<file path="src/rtl/mem_sort_master_pkg.sv">
// Shared types and constants for the in-place doubleword bubble sorter.
package mem_sort_master_pkg;

   localparam int DWORD_W    = 64;
   localparam int STRIDE_DEF = 8;

   typedef enum logic [2:0] {
      S_IDLE = 3'd0,
      S_RD_A = 3'd1,
      S_RD_B = 3'd2,
      S_CMP  = 3'd3,
      S_WR_A = 3'd4,
      S_WR_B = 3'd5,
      S_NEXT = 3'd6,
      S_DONE = 3'd7
   } state_t;

   // Byte address of element idx; plain 64-bit arithmetic, wraps silently.
   function automatic logic [DWORD_W-1:0] elem_addr(
      input logic [DWORD_W-1:0] base,
      input logic [DWORD_W-1:0] idx,
      input logic [DWORD_W-1:0] stride
   );
      return base + idx * stride;
   endfunction

endpackage

</file>
<file path="src/rtl/mem_sort_master.sv">
// Memory-port initiator: bubble sort (early exit) of signed 64-bit doublewords in place.
module mem_sort_master
   import mem_sort_master_pkg::*;
#(
   parameter int STRIDE = STRIDE_DEF,
   parameter int LEN_W  = 8,
   parameter int CNT_W  = 16
) (
   input  logic               clk,
   input  logic               reset,
   input  logic               start,
   input  logic [63:0]        base_addr,
   input  logic [LEN_W-1:0]   len,
   input  logic [63:0]        Read_Data,
   output logic [63:0]        Mem_Addr,
   output logic [63:0]        Write_Data,
   output logic               MemRead,
   output logic               MemWrite,
   output logic               busy,
   output logic               done,
   output logic [CNT_W-1:0]   swap_count
);

   state_t               state_reg, state_next;
   logic [63:0]          base_reg;
   logic [LEN_W-1:0]     len_reg;
   logic [LEN_W-1:0]     i_reg;
   logic [LEN_W-1:0]     j_reg;
   logic [63:0]          a_reg;
   logic [63:0]          b_reg;
   logic                 pass_reg;
   logic [CNT_W-1:0]     swap_reg;
   logic [63:0]          addr_hold_reg;
   logic [63:0]          wdata_hold_reg;

   logic [63:0]          addr_j;
   logic [63:0]          addr_j1;
   logic [LEN_W-1:0]     j_limit;
   logic                 last_pass;
   logic                 a_gt_b;
   logic                 more_in_pass;
   logic                 sort_finished;

   // i never exceeds len-2 and len>=2 while sorting, so the limit cannot underflow.
   assign addr_j        = elem_addr(base_reg, 64'(j_reg), 64'(STRIDE));
   assign addr_j1       = elem_addr(base_reg, 64'(j_reg) + 64'd1, 64'(STRIDE));
   assign j_limit       = len_reg - LEN_W'(2) - i_reg;
   assign last_pass     = (i_reg == len_reg - LEN_W'(2));
   assign a_gt_b        = $signed(a_reg) > $signed(b_reg);
   assign more_in_pass  = (j_reg < j_limit);
   assign sort_finished = !pass_reg || last_pass;
   assign swap_count    = swap_reg;

   // State register; reset abandons any sort in progress.
   always_ff @(posedge clk or negedge reset) begin
      if (!reset) state_reg <= S_IDLE;
      else        state_reg <= state_next;
   end

   // Next-state decode.
   always_comb begin
      state_next = state_reg;
      case (state_reg)
         S_IDLE: if (start) state_next = (len < LEN_W'(2)) ? S_DONE : S_RD_A;
         S_RD_A: state_next = S_RD_B;
         S_RD_B: state_next = S_CMP;
         S_CMP:  state_next = a_gt_b ? S_WR_A : S_NEXT;
         S_WR_A: state_next = S_WR_B;
         S_WR_B: state_next = S_NEXT;
         S_NEXT: begin
            if (more_in_pass)       state_next = S_RD_A;
            else if (sort_finished) state_next = S_DONE;
            else                    state_next = S_RD_A;
         end
         S_DONE: state_next = S_IDLE;
         default: state_next = S_IDLE;
      endcase
   end

   // Output decode from registered state; address/data hold their last value when idle.
   always_comb begin
      MemRead    = 1'b0;
      MemWrite   = 1'b0;
      Mem_Addr   = addr_hold_reg;
      Write_Data = wdata_hold_reg;
      busy       = (state_reg != S_IDLE) && (state_reg != S_DONE);
      done       = (state_reg == S_DONE);
      case (state_reg)
         S_RD_A: begin MemRead  = 1'b1; Mem_Addr = addr_j;  end
         S_RD_B: begin MemRead  = 1'b1; Mem_Addr = addr_j1; end
         S_WR_A: begin MemWrite = 1'b1; Mem_Addr = addr_j;  Write_Data = b_reg; end
         S_WR_B: begin MemWrite = 1'b1; Mem_Addr = addr_j1; Write_Data = a_reg; end
         default: ;
      endcase
   end

   // Sort datapath: operands, loop indices, pass flag and saturating swap counter.
   always_ff @(posedge clk or negedge reset) begin
      if (!reset) begin
         base_reg <= '0;
         len_reg  <= '0;
         i_reg    <= '0;
         j_reg    <= '0;
         a_reg    <= '0;
         b_reg    <= '0;
         pass_reg <= 1'b0;
         swap_reg <= '0;
      end else begin
         case (state_reg)
            S_IDLE: begin
               if (start) begin
                  base_reg <= base_addr;
                  len_reg  <= len;
                  i_reg    <= '0;
                  j_reg    <= '0;
                  pass_reg <= 1'b0;
                  swap_reg <= '0;
               end
            end
            S_RD_A: a_reg <= Read_Data;
            S_RD_B: b_reg <= Read_Data;
            S_CMP: begin
               if (a_gt_b) begin
                  pass_reg <= 1'b1;
                  if (swap_reg != {CNT_W{1'b1}}) swap_reg <= swap_reg + CNT_W'(1);
               end
            end
            S_NEXT: begin
               if (more_in_pass) begin
                  j_reg <= j_reg + LEN_W'(1);
               end else if (!sort_finished) begin
                  i_reg    <= i_reg + LEN_W'(1);
                  j_reg    <= '0;
                  pass_reg <= 1'b0;
               end
            end
            default: ;
         endcase
      end
   end

   // Remember the last driven address and write data so they hold between accesses.
   always_ff @(posedge clk or negedge reset) begin
      if (!reset) begin
         addr_hold_reg  <= '0;
         wdata_hold_reg <= '0;
      end else begin
         if (MemRead || MemWrite) addr_hold_reg  <= Mem_Addr;
         if (MemWrite)            wdata_hold_reg <= Write_Data;
      end
   end

endmodule

</file>
<file path="config.mk">
export PLATFORM = sky130hd
export DESIGN_NAME = mem_sort_master
export DESIGN_NICKNAME = d
export VERILOG_FILES = /design/src/rtl/mem_sort_master_pkg.sv /design/src/rtl/mem_sort_master.sv
export SDC_FILE = /design/constraint.sdc
export NUM_CORES = 1
export LEC_CHECK = 0
export CELL_PAD_IN_SITES_DETAIL_PLACEMENT = 1
export CELL_PAD_IN_SITES_GLOBAL_PLACEMENT = 1
export CORE_UTILIZATION = 42
export CTS_CLUSTER_SIZE = 10
export DETAILED_ROUTE_END_ITERATION = 12
export MAX_ROUTING_LAYER = met4
export PLACE_DENSITY = 0.9
export SLEW_MARGIN = 10
export SYNTH_ARGS = -nofsm -noshare
export SYNTH_HDL_FRONTEND = slang
export SYNTH_SLANG_ARGS = --single-unit
</file>
<file path="constraint.sdc">
create_clock -name clk -period 5.16 [get_ports clk]
set_clock_uncertainty 0.2 [all_clocks]
set_input_delay 0.516 -clock clk [delete_from_list [all_inputs] [get_ports clk]]
set_output_delay 0.516 -clock clk [all_outputs]
set_load 0.05 [all_outputs]
</file>
==> impl_metrics.ini <==
[yosys]
ys.flop_type = dfrtp_1
ys_seq_area_frac = 0.485
synth-seq-cells = 364
synth_top_family_by_area = simple AND/OR/NAND/NOR gates
netlist_instances = 2021
syn_area_per_cell_um2 = 9.30
synth_compound_area_frac = 0.133
synthesis.nets = 2253
synthesis.area_um2 = 18800
yosys.area_share.xor_xnor = 0.0359
ys_types = 67
yosysWarnings = 0
synth-edff-count = 0
muxShareOfSynthArea = 0.0820
postSynth.asyncResetShare = 1.00
synthSimpleGateAreaFrac = 0.160
synthAdderAreaFrac = 0.0627

[critical_path]
reg2reg_slack_ns = 0.48
worstSetupEndpoint = Mem_Addr[47]
cp-startpoint = state_reg[2]
worst-path-max-fanout = 9
reg2regPathDepth = 19
r2r-end = i_reg[7]
worstSetupPathType = flip-flop to primary output
worst_setup_path_start_kind = flip-flop
cp_data_required_time_ns = 4.44
critPathCaptureType = primary output
worstPathArrival_ns = 4.39
r2r_start = len_reg[1]

[detailed_routing]
wire_per_inst_um = 23.1
num_vias = 16600
drtIter0Drc = 1241
ant_nets = 0
viasPerCell = 5.72
drc = 0
dr.pass1.iters = 5
wl_mm = 67.1

[finish]
final-seq-area_um2 = 9120
final_nets = 2521
final_common_cell = nand2_1
drive_gt1_frac = 0.133
final_cell_mix = nand2_1, dfrtp_1, o21ai_0
multi_input_area_um2 = 9170
nFillCells = 4832
area_growth_pct = 30.2

[floorplan]
die-area_um2 = 45600
die_h_um = 214
num_rows = 77
start_util = 0.425
core_area_um2 = 44200
io-pin-count = 287
dieWidth_um = 214

[timing]
layout_min_cycle_time_ns = 5.11
max_freq_ghz = 0.196
rsz0062_at_grt = yes
hold_violations = 0
fin_crit_sh = 0.990
final-max-slew-violation-count = 0
finalSetupViolCount = 0
hold_ws_ns = 0.267
tightest_slew_ns = 1.09
relSlewSlack = 0.275

[global_routing]
grt_usage = 0.289
grt_pass1_vias = 18300
antenna_found_initial = 4
grt_max_degree = 159
grt-ovfl-total = 0
grt_pass1_wl_mm = 99.7

[clocking]
clockRootBuffer = clkbuf_16
htree_levels = 2
clk_pin_slew_ns = 0.06
clock-sinks = 364
cts_tree = done
clk_latency_ns = 0.58
clk_path_buf_depth = 3
cts_buffers = 44

[place]
place.gp.congestion = 0.850
port_buffers = 286
dp_hpwl_mm = 41.9

[worst_hold_path]
min-delay-start = wdata_hold_reg[17]
holdCritPathClass = flip-flop to flip-flop

[outcome]
status = complete, no violations

[run]
cap_violations = 0
[synthesized netlist by cell type, drive strengths merged (7+ instances only)]
master | instances | area, um2
mux2 | 79 | 890
nand2b | 11 | 68.8
clkbuf | 75 | 282
and4 | 8 | 72.6
or2 | 8 | 52.6
xor2 | 34 | 298
nand4 | 26 | 184
a21oi | 174 | 871
o21ai | 231 | 1160
and2 | 7 | 45.1
dfrtp | 364 | 9110
nor2 | 107 | 402
and3 | 22 | 140
xnor2 | 43 | 377
inv | 101 | 379
mux2i | 65 | 651
nor3 | 20 | 100
nand2 | 400 | 1500
or3 | 12 | 75.1
nand3 | 41 | 205
a21o | 12 | 90.1
o31ai | 7 | 66.3
ha | 91 | 1140
buf | 24 | 106
[cell families (layout without fill, tap and decap cells)]
kind of cell / after synthesis / count (layout)
compound gates: 460 / 461
simple gates: 681 / 681
buf+inv: 202 / 488
fa+ha+maj: 93 / 93
other cells: 0 / 5
xor+xnor: 77 / 77
flops: 364 / 364
mux: 144 / 144
[metal layers]
metal  wire length, um  share of wire  GRT usage  up-vias
li1                  -              -          -     7419
met1             25000           0.37      0.314     8389
met2             34500           0.51      0.506      588
met3              4830          0.072     0.0671      218
met4              2810          0.042      0.119        0
met5                 0              0          -        -
[worst min-delay path by stage]
stage / endpoint / slack, ns / depth (start not counted)
4_1_cts: base_reg[19] / 0.26 / 3
3_5_place_dp: wdata_hold_reg[22] / 0.26 / 2
6_report: wdata_hold_reg[17] / 0.27 / 2
3_3_place_gp: wdata_hold_reg[18] / 0.25 / 2
2_1_floorplan: a_reg[0] / 0.02 / 0
5_1_grt: wdata_hold_reg[45] / 0.29 / 2
[layout make-up]
type / count / area share
clock buffer: 62 / 0.0511
clock inverter: 3 / 0.000920
inverter: 101 / 0.0155
antenna: 5 / 0.000511
timing repair buffer: 322 / 0.154
sequential: 364 / 0.373
tap: 592 / 0.0303
multi-input combinational: 1456 / 0.375
[critical path, cell delays in order, from the launching register on]
cell and delay (ns):
dfrtp_2 0.47, nand2b_4 0.09, inv_1 0.07, a21oi_1 0.15, buf_4 0.20, mux2_2 0.39, fa_2 0.40, a21o_1 0.19
a21oi_2 0.20, nor2b_2 0.09, o31ai_4 0.25, buf_6 0.19, a2111oi_4 0.08, buf_4 0.22, nand2_1 0.13, xor2_1 0.28
a21oi_1 0.18, buf_12 0.22
[through the flow]
step                cells  area [um2]  setup slack [ns]   util  TNS, ns
floorplan            2021       18800           0.00535      -        0
global placement     2816       22800             0.529  0.516        0
detailed placement   2816       22800             0.341  0.516        0
CTS                  2885       24200            0.0219  0.547        0
global route         2904       24500            -0.129  0.553    -1.75
finish               2905       24500            0.0499  0.553        0
[what timing repair did]
| action | in CTS | in global routing |
|---|---|---|
| setup endpoints to repair | 39 | 45 |
| hold buffers | 1 | 0 |
| gates resized for setup | 17 | 28 |
| pin swaps | 3 | 8 |
| buffers inserted | 3 | 12 |
| endpoints found under the hold margin | 82 | 0 |
| gates cloned | 0 | 3 |
Power is left out: the tool's default activity adds up to more than one toggle a clock period on the data nets, which glitch-free logic cannot reach.
